### config.mk
export PLATFORM = sky130hd
export DESIGN_NAME = branch_update_scheduler
export DESIGN_NICKNAME = d
export VERILOG_FILES = /design/src/rtl/branch_update_scheduler.sv
export SDC_FILE = /design/constraint.sdc
export NUM_CORES = 1
export LEC_CHECK = 0
export CELL_PAD_IN_SITES_DETAIL_PLACEMENT = 2
export CELL_PAD_IN_SITES_GLOBAL_PLACEMENT = 2
export CORE_MARGIN = 10
export CORE_UTILIZATION = 37
export CTS_BUF_LIST = sky130_fd_sc_hd__clkbuf_8
export CTS_CLUSTER_SIZE = 10
export DETAILED_ROUTE_END_ITERATION = 10
export GPL_TIMING_DRIVEN = 0
export PLACE_DENSITY_LB_ADDON = 0.1
export SLEW_MARGIN = 40
export SYNTH_ARGS = -nofsm -noshare
export SYNTH_HDL_FRONTEND = slang
export SYNTH_SLANG_ARGS = --single-unit
export TNS_END_PERCENT = 1
### constraint.sdc
create_clock -name clk -period 3.47 [get_ports clk]
set_clock_uncertainty 0.05 [all_clocks]
set_input_delay 1.041 -clock clk [delete_from_list [all_inputs] [get_ports clk]]
set_output_delay 1.041 -clock clk [all_outputs]
set_load 0.02 [all_outputs]
### src/rtl/branch_update_scheduler.sv
// Purpose : sequences the branch prediction tables (clear sweep, lookup, update drain) and owns speculative global history.
// Latency : lookup path is combinational; a resolved branch reaches tbl_we no earlier than the cycle after it is accepted.
// Backpress: resolve_ready = !full (held low in reset); drain is paused while sweeping, pushes on a full queue are refused.
//
// Ports:
//   clk, rst                     clock and synchronous active-low reset
//   fetch_valid/fetch_pc         lookup request from fetch
//   pred_taken/pred_history      prediction and history returned to fetch
//   resolve_*                    resolved branch from execute (valid/ready)
//   flush_req, busy              table clear request and sweep-in-progress flag
//   tbl_pc/tbl_prev_history      lookup side of the tables; tbl_evict clears entry tbl_pc
//   tbl_prediction               table prediction bit
//   tbl_we/tbl_old_pc/tbl_update_history/tbl_taken   update side of the tables
module branch_update_scheduler #(
    parameter int FIFO_DEPTH = 4,
    parameter int PC_WIDTH   = 10,
    parameter int HIST_WIDTH = 3,
    parameter int IDX_WIDTH  = 4
) (
    input  logic                  clk,
    input  logic                  rst,
    input  logic                  fetch_valid,
    input  logic [PC_WIDTH-1:0]   fetch_pc,
    output logic                  pred_taken,
    output logic [HIST_WIDTH-1:0] pred_history,
    input  logic                  resolve_valid,
    output logic                  resolve_ready,
    input  logic [PC_WIDTH-1:0]   resolve_pc,
    input  logic                  resolve_taken,
    input  logic [HIST_WIDTH-1:0] resolve_history,
    input  logic                  resolve_mispredict,
    input  logic                  flush_req,
    output logic                  busy,
    output logic [PC_WIDTH-1:0]   tbl_pc,
    output logic [HIST_WIDTH-1:0] tbl_prev_history,
    input  logic                  tbl_prediction,
    output logic                  tbl_evict,
    output logic                  tbl_we,
    output logic [PC_WIDTH-1:0]   tbl_old_pc,
    output logic [HIST_WIDTH-1:0] tbl_update_history,
    output logic                  tbl_taken
);

    localparam int PTR_W = $clog2(FIFO_DEPTH);
    localparam int CNT_W = PTR_W + 1;

    typedef enum logic {SWEEP, RUN} state_t;

    typedef struct packed {
        logic [PC_WIDTH-1:0]   pc;
        logic                  taken;
        logic [HIST_WIDTH-1:0] hist;
    } entry_t;

    state_t                state_q, state_d;
    logic [IDX_WIDTH-1:0]  sweep_idx_q, sweep_idx_d;
    logic [HIST_WIDTH-1:0] hist_q, hist_d;

    entry_t                fifo_q [FIFO_DEPTH];
    logic [PTR_W-1:0]      wr_ptr_q, rd_ptr_q;
    logic [CNT_W-1:0]      count_q;

    logic   in_run;
    logic   full;
    logic   empty;
    logic   push;
    logic   pop;
    entry_t head;
    entry_t new_entry;

    // Outputs are qualified with rst so that the reset values appear while
    // rst is low, even before the first reset edge has loaded the registers.
    assign in_run        = rst && (state_q == RUN);
    assign full          = (count_q == CNT_W'(FIFO_DEPTH));
    assign empty         = (count_q == '0);
    assign resolve_ready = rst && !full;
    assign push          = resolve_valid && resolve_ready;
    assign pop           = in_run && !empty;
    assign head          = fifo_q[rd_ptr_q];
    assign new_entry     = '{pc: resolve_pc, taken: resolve_taken, hist: resolve_history};

    assign busy             = !in_run;
    assign tbl_evict        = !in_run;
    assign tbl_pc           = in_run ? fetch_pc : (rst ? PC_WIDTH'(sweep_idx_q) : '0);
    assign pred_history     = rst ? hist_q : '0;
    assign tbl_prev_history = pred_history;
    assign pred_taken       = in_run && tbl_prediction;

    assign tbl_we             = pop;
    assign tbl_old_pc         = pop ? head.pc   : '0;
    assign tbl_update_history = pop ? head.hist : '0;
    assign tbl_taken          = pop ? head.taken : 1'b0;

    always_comb begin
        state_d     = state_q;
        sweep_idx_d = sweep_idx_q;
        hist_d      = hist_q;

        if (state_q == SWEEP) begin
            sweep_idx_d = sweep_idx_q + IDX_WIDTH'(1);
            if (sweep_idx_q == {IDX_WIDTH{1'b1}}) begin
                state_d = RUN;
            end
        end

        // A mispredict repairs history from the lookup-time snapshot and
        // overrides any speculative shift from fetch in the same cycle.
        if (push && resolve_mispredict) begin
            hist_d = {resolve_history[HIST_WIDTH-2:0], resolve_taken};
        end else if (fetch_valid && in_run) begin
            hist_d = {hist_q[HIST_WIDTH-2:0], pred_taken};
        end

        if (flush_req) begin
            state_d     = SWEEP;
            sweep_idx_d = '0;
            hist_d      = '0;
        end
    end

    always_ff @(posedge clk) begin
        if (!rst) begin
            state_q     <= SWEEP;
            sweep_idx_q <= '0;
            hist_q      <= '0;
        end else begin
            state_q     <= state_d;
            sweep_idx_q <= sweep_idx_d;
            hist_q      <= hist_d;
        end
    end

    // Flush empties the queue through the pointers; a push in the same cycle
    // lands in storage but is never made visible.
    always_ff @(posedge clk) begin
        if (!rst || flush_req) begin
            wr_ptr_q <= '0;
            rd_ptr_q <= '0;
            count_q  <= '0;
        end else begin
            if (push) begin
                wr_ptr_q <= wr_ptr_q + PTR_W'(1);
            end
            if (pop) begin
                rd_ptr_q <= rd_ptr_q + PTR_W'(1);
            end
            count_q <= count_q + CNT_W'(push) - CNT_W'(pop);
        end
    end

    always_ff @(posedge clk) begin
        if (push) begin
            fifo_q[wr_ptr_q] <= new_entry;
        end
    end

endmodule

==> flow_summary_export.csv, run 1 <==
group,metric,value,unit
status,status,"completed",
sta,setup_viol_count_final,0,
final_layout,final_nets,317,
global_routing,grt_max_degree,15,
sta,grt_setup_unrepaired,"no",
worst_setup_path,critPathMaxStageDelay,0.61,ns
clocking,worstSkewPairLatency,0.34,ns
pwr,p_leak,0.001541,uW
global_routing,antenna_found_initial,0,
pwr,seq_power_share,59.0,%
pwr,peakVddDrop,0.1874,mV
pwr,pwr-share-clk,35.5,%
placed_design,placed_area,3960,um^2
logic_synthesis,synth.distinct_cells,36,
pwr,p_per_area,395.5,nW/um^2
worst_setup_path,cp_max_fo,2,
worst_setup_path,setup.worst_path.start,"tbl_prediction",
logic_synthesis,ys_warn_count,0,
sta,clock.fmax,296.6,MHz
final_layout,fillers,802,
clocking,numCtsBuffers,9,
floorplan,core_area,8299,um^2
worst_setup_path,critical_path_class,"in2out",
sta,finalSetupTns,0,ns
worst_setup_path,cp_top_family,"buffers and inverters",
detailed_routing,vias,1892,
clocking,ctsRootBufferMaster,"clkbuf_8",
worst_setup_path,r2r_slack,0.80,ns
run,maxCapViolations,0,
worst_setup_path,crit_chain,"clkdlybuf4s50_1 -> and3_1 -> clkdlybuf4s50_1",
global_routing,globalRouteOverflowTotal,0,
logic_synthesis,synth_fp_nets,241,
worst_setup_path,worst-path-stages,3,
floorplan,initial_core_util,38.29,%
floorplan,die_w,112.7,um
sta,finalMaxSlewViolations,0,
sta,fin_crit,3.371,ns
sta,slew_headroom,46.11,%
clocking,htree_levels,3,
global_routing,grtUsageTotal,12.66,%
clocking,clock-sinks,73,
clocking,cts_tree,"built",
logic_synthesis,synth-edff-count,56,
pwr,internal-power,1260,uW
worst_setup_path,reg2reg_depth,10,
worst_setup_path,reg2reg_from,"count_q[1]",
final_layout,layoutNonFillerInstCount,388,
worst_setup_path,crit_path_end_kind,"output pin",
pwr,comb_power_share,5.5,%
sta,period_share,97.16,%
sta,finalHoldViolations,0,
logic_synthesis,synthArstFlopShare,0,%
detailed_routing,avgRoutedWirePerCell,20.25,um
pwr,p_switching,364.3,uW
worst_setup_path,cp_common_cell,"clkdlybuf4s50_1",
worst_setup_path,endpoint,"pred_taken",
floorplan,boundaryPins,66,
pwr,p_sw_share,22.43,%
final_layout,fin_area,4106,um^2
worst_setup_path,crit_slowest_cell,"clkdlybuf4s50_1",
detailed_routing,drtIter0Drc,72,
worst_setup_path,crit_buf_inv,2,
final_layout,multi_input_area,1030,um^2
logic_synthesis,synth_cells,202,
final_layout,area_delta_synth_final,29.21,%
clocking,clkTransAtPathRegs,0.08,ns
placed_design,hpwl,5922,um
worst_setup_path,cp_data_arrival_time,2.28,ns
worst_setup_path,rr_endpoint,"count_q[2]",
placed_design,portBuffers,65,
detailed_routing,drt_pass1_iterations,4,
final_layout,drive_gt1_share,17.31,%
clocking,max-clock-path-buffers,2,
floorplan,dieArea,12700,um^2
floorplan,die_h,112.7,um
hold_path,hold_path.class,"reg2reg",
logic_synthesis,synth_area_per_cell,15.73,um^2
sta,worstMarginPinSlew,0.8083,ns
final_layout,diodes,0,
placed_design,placed_cells,372,
detailed_routing,routed_wl,7857,um
logic_synthesis,ys_ff_latch,73,
worst_setup_path,start_kind,"input port",
final_layout,regArea,2022,um^2
detailed_routing,vias_per_cell,4.876,
logic_synthesis,synth_ff_type,"edfxtp_1",
placed_design,routabilityCongestion,0.6820,
logic_synthesis,synth-seq-area-share,63.62,%
sta,whs,0.4525,ns
logic_synthesis,syn_area,3178,um^2
detailed_routing,ant_nets,0,
global_routing,grt_pass1_wl,12450,um
worst_setup_path,required,2.38,ns
detailed_routing,drc,0,
global_routing,grt_pass1_vias,2247,
floorplan,rows,33,
[through the flow]
| stage | power [uW] | setup WS (ns) | utilization (%) |
|---|---|---|---|
| 2_1_floorplan | 1009 | 0.5348 | - |
| 3_3_place_gp | 1063 | -0.7204 | 47.72 |
| 3_5_place_dp | 1070 | -0.7281 | 47.72 |
| 4_1_cts | 1649 | 0.001620 | 49.45 |
| 5_1_grt | 1694 | 0.007651 | 49.48 |
| 6_report | 1624 | 0.09863 | 49.48 |
[power groups by stage]
stage	combinational, uW	clock (uW)	sequential, uW
floorplan	33.1	0	976
global placement	86.3	0	977
detailed placement	91.1	0	979
CTS	90.1	600	959
global route	98.6	636	959
finish	88.8	577	958
[layout make-up]
| class | count | share of cell area, % |
|---|---|---|
| Timing Repair Buffer | 65 | 14.90 |
| Clock inverter | 7 | 1.127 |
| Inverter | 8 | 0.7313 |
| Buffer | 14 | 2.712 |
| Tap cell | 105 | 3.199 |
| Multi-Input combinational cell | 107 | 25.08 |
| Sequential cell | 73 | 49.24 |
| Clock buffer | 9 | 3.016 |
[cells by family (layout without fill, tap and decap cells)]
logic type,after synthesis,after routing,synth area share [%]
DFF,73,73,63.62
and+or+nand+nor,57,57,11.06
muxes,22,22,12.91
buffers and inverters,22,103,4.055
AOI/OAI and AO/OA,14,14,3.307
adders and majority gates,8,8,3.386
xor gates and xnor gates,6,6,1.654
[layout by cell type (no fill, tap or decap), types with 4 or more instances in the layout]
cell type	count
mux2i_1	8
buf_4	9
nor2_1	9
clkbuf_8	9
a21oi_1	5
inv_1	8
clkdlybuf4s50_1	34
dlygate4sd2_1	20
dfxtp_1	17
and2_1	7
nor2b_1	20
mux4_1	4
xnor2_1	4
edfxtp_1	56
mux4_2	10
and3_1	8
ha_1	7
[how the worst min path moves through the flow]
stage / from / end / depth (start not counted)
CTS: rd_ptr_q[1] / flop / 2
finish: rd_ptr_q[1] / flop / 2
detailed placement: rd_ptr_q[1] / rd_ptr_q[1] / 2
floorplan: rd_ptr_q[1] / flop / 2
global placement: rd_ptr_q[1] / rd_ptr_q[1] / 2
global route: rd_ptr_q[1] / flop / 2
[per-layer routing]
| metal | vias up | GRT usage [%] | part of all wire, % |
|---|---|---|---|
| met5 | - | 0 | 0 |
| met1 | 965 | 14.00 | 41 |
| met3 | 6 | 3.781 | 3.1 |
| met4 | 0 | 3.046 | 0.56 |
| li1 | 895 | - | - |
| met2 | 26 | 23.08 | 55 |
[cells in the mapped netlist (3+ instances only)]
cell      count  share of area (%)
edfxtp_1     56                 53
nor2b_1      20                3.9
dfxtp_1      17                 11
mux4_2       10                7.1
and2_1        9                1.8
nor2_1        9                1.1
and3_1        8                1.6
mux2i_1       8                2.5
ha_1          7                2.8
inv_1         7               0.83
a21oi_1       5               0.79
buf_4         5                1.2
mux4_1        4                3.3
xnor2_1       4                1.1
buf_2         3               0.47
clkbuf_1      3               0.35
o31ai_1       3               0.71
[flip-flops by register name (all words and copies together) (netlist names), named ones only]
register     cells
hist_q           3
rd_ptr_q         2
wr_ptr_q         2
fifo_q          56
state_q          1
count_q          3
sweep_idx_q      4
[worst min-delay path, delay by kind of cell, from the launching register on]
family         cells  cell delay, ns
flip-flops         1            0.31
AO/OA/AOI/OAI      2            0.14
[what timing repair did]
action	in CTS	in global routing
hold buffers	0	0
pin swaps	0	1
buffers inserted	0	0
gates resized for setup	37	13
setup endpoints to repair	35	23
Power figures use the tool's default switching activity.
==> run 2: changes to the inputs <==
CORE_UTILIZATION = 33   (was 37)
clock period = 3 ns   (was 3.47 ns; I/O delays follow)
==> flow_summary_export.csv, run 2 (synthesized netlist as in run 1, its figures left out) <==
group,metric,value,unit
status,status,"completed",
worst_setup_path,crit_buf_inv,3,
floorplan,die_w,118.1,um
floorplan,rows,35,
sta,fin_crit,2.930,ns
final_layout,area_delta_synth_final,30.83,%
clocking,clkTransAtPathRegs,0.07,ns
clocking,max-clock-path-buffers,2,
worst_setup_path,setup.worst_path.start,"rst",
final_layout,layout_commonest_cell,"edfxtp_1",
floorplan,core_area,9328,um^2
pwr,p_leak,0.001547,uW
sta,period_share,97.67,%
final_layout,diodes,0,
pwr,peakVddDrop,0.1586,mV
final_layout,fin_area,4158,um^2
worst_setup_path,crit_chain,"clkdlybuf4s15_2 -> o311ai_4 -> buf_4 -> nor2b_1 -> dlygate4sd2_1",
clocking,worstSkewPairLatency,0.34,ns
worst_setup_path,crit_path_end_kind,"output pin",
detailed_routing,routed_wl,7516,um
final_layout,reg_top3,"fifo_q: 56 flops, sweep_idx_q: 4 flops",
worst_setup_path,critical_path_class,"in2out",
worst_setup_path,r2r_slack,0.44,ns
final_layout,layoutNonFillerInstCount,413,
floorplan,initial_core_util,34.07,%
clocking,numCtsBuffers,9,
run,maxCapViolations,0,
worst_setup_path,crit_slowest_cell,"dlygate4sd2_1",
worst_setup_path,cp_top_family,"buffers and inverters",
clocking,clock-sinks,73,
detailed_routing,avgRoutedWirePerCell,18.20,um
sta,slew_headroom,48.70,%
worst_setup_path,cp_max_fo,10,
final_layout,largest_register_ffs,56,
global_routing,grt_max_degree,15,
global_routing,grtUsageTotal,11.06,%
worst_setup_path,reg2reg_depth,10,
final_layout,final_nets,318,
detailed_routing,ant_nets,0,
hold_path,hold_end,"rd_ptr_q[1]",
worst_setup_path,start_kind,"input port",
floorplan,boundaryPins,66,
placed_design,hpwl,5438,um
sta,finalMaxSlewViolations,0,
sta,finalHoldViolations,0,
floorplan,die_h,118.1,um
sta,clock.fmax,341.3,MHz
global_routing,grt_pass1_wl,12210,um
detailed_routing,vias_per_cell,4.588,
global_routing,grt_pass1_vias,2224,
detailed_routing,drc,0,
detailed_routing,drt_pass1_iterations,4,
worst_setup_path,required,2.05,ns
detailed_routing,vias,1895,
sta,worstMarginPinSlew,0.7694,ns
worst_setup_path,rr_endpoint,"count_q[2]",
pwr,p_per_area,453.0,nW/um^2
final_layout,drive_gt1_share,17.96,%
global_routing,globalRouteOverflowTotal,0,
placed_design,placed_cells,396,
clocking,htree_levels,3,
worst_setup_path,reg2reg_from,"count_q[1]",
clocking,cts_tree,"built",
clocking,ctsRootBufferMaster,"clkbuf_8",
worst_setup_path,worst-path-stages,5,
worst_setup_path,critPathMaxStageDelay,0.35,ns
final_layout,final_cell_mix,"56 x edfxtp_1, 30 x dlygate4sd2_1, 29 x clkdlybuf4s50_1",
placed_design,portBuffers,65,
sta,setup_viol_count_final,0,
hold_path,hold_depth,2,
hold_path,hold_path.class,"reg2reg",
global_routing,antenna_found_initial,0,
hold_path,min_from,"rd_ptr_q[1]",
floorplan,dieArea,13960,um^2
clocking,ctsHoldBuffers,0,
placed_design,routabilityCongestion,0.6677,
placed_design,placed_area,3990,um^2
final_layout,largest_register,"fifo_q",
worst_setup_path,cp_data_arrival_time,1.98,ns
detailed_routing,drtIter0Drc,70,
==> run 2: changes by cell type in the layout (fill, tap and decap cells not counted), sizes merged <==
cell / change
dlymetal6s2s: -3
inv: -1
clkbuf: -2
clkdlybuf4s50: -5
dlygate4sd2: +10
clkinvlp: +1
buf: +1
==> run 2: what timing repair did <==
item / CTS / global route
endpoints found under the hold margin: 0 / 0
buffers inserted: 1 / 0
setup endpoints to repair: 37 / 9
gates resized for setup: 46 / 6
pin swaps: 1 / 0
==> run 2: worst max path at each step <==
stage                               end  slack, ns
finish                    tbl_old_pc[2]       0.07
detailed placement  tbl_prev_history[2]      -0.96
global placement    tbl_prev_history[0]      -0.99
floorplan                    count_q[2]       0.25
global route                  tbl_pc[0]     -0.001
CTS                          count_q[2]      0.002
==> run 2: area by class of cell <==
type                       count  area (um^2)
buffer                        14        117.6
sequential                    73         2022
fill                         948         5170
timing repair buffer          66        611.8
clock inverter                 7        46.29
clock buffer                   9        123.9
tap                          129        161.4
inverter                       8        30.03
multi-input combinational    107         1045
==> run 2: layer usage <==
layer  GRT usage, %  wire (um)  up-vias
met1          11.90       3103      933
met5              0          0        -
met4          3.246         65        0
met2          18.25       3656       60
li1               -          -      896
met3          6.140        690        6
==> run 2: tightest hold or removal path, stage by stage, from the launching register on <==
cell,delay (ns)
dfxtp_1,0.31
o21ai_0,0.07
a21oi_1,0.08
==> run 2: per-stage QoR <==
stage               total power (uW)    TNS, ns  util (%)  worst slack, ns  hold slack, ns
floorplan                       1167          0         -           0.2490          0.4091
global placement                1232     -30.98     42.78          -0.9914          0.4272
detailed placement              1237     -30.77     42.78          -0.9634          0.4590
CTS                             1912          0     44.35         0.002034          0.4703
global route                    1961  -0.001363     44.57        -0.001363          0.5341
finish                          1884          0     44.57          0.06985          0.4641
==> run 2: power breakdown <==
group / internal (uW) / switching, uW / leakage, uW
Sequential: 1100 / 6.64 / 0.000646
Combinational: 59.9 / 45.6 / 0.000819
Clock: 298 / 372 / 0.0000814
Total: 1460 / 425 / 0.00155
==> run 3: changes to the inputs <==
HOLD_SLACK_MARGIN = 0.03   (was default)
==> results of run 3 <==
Final layout, timing and power as in run 2 (identical DEF).
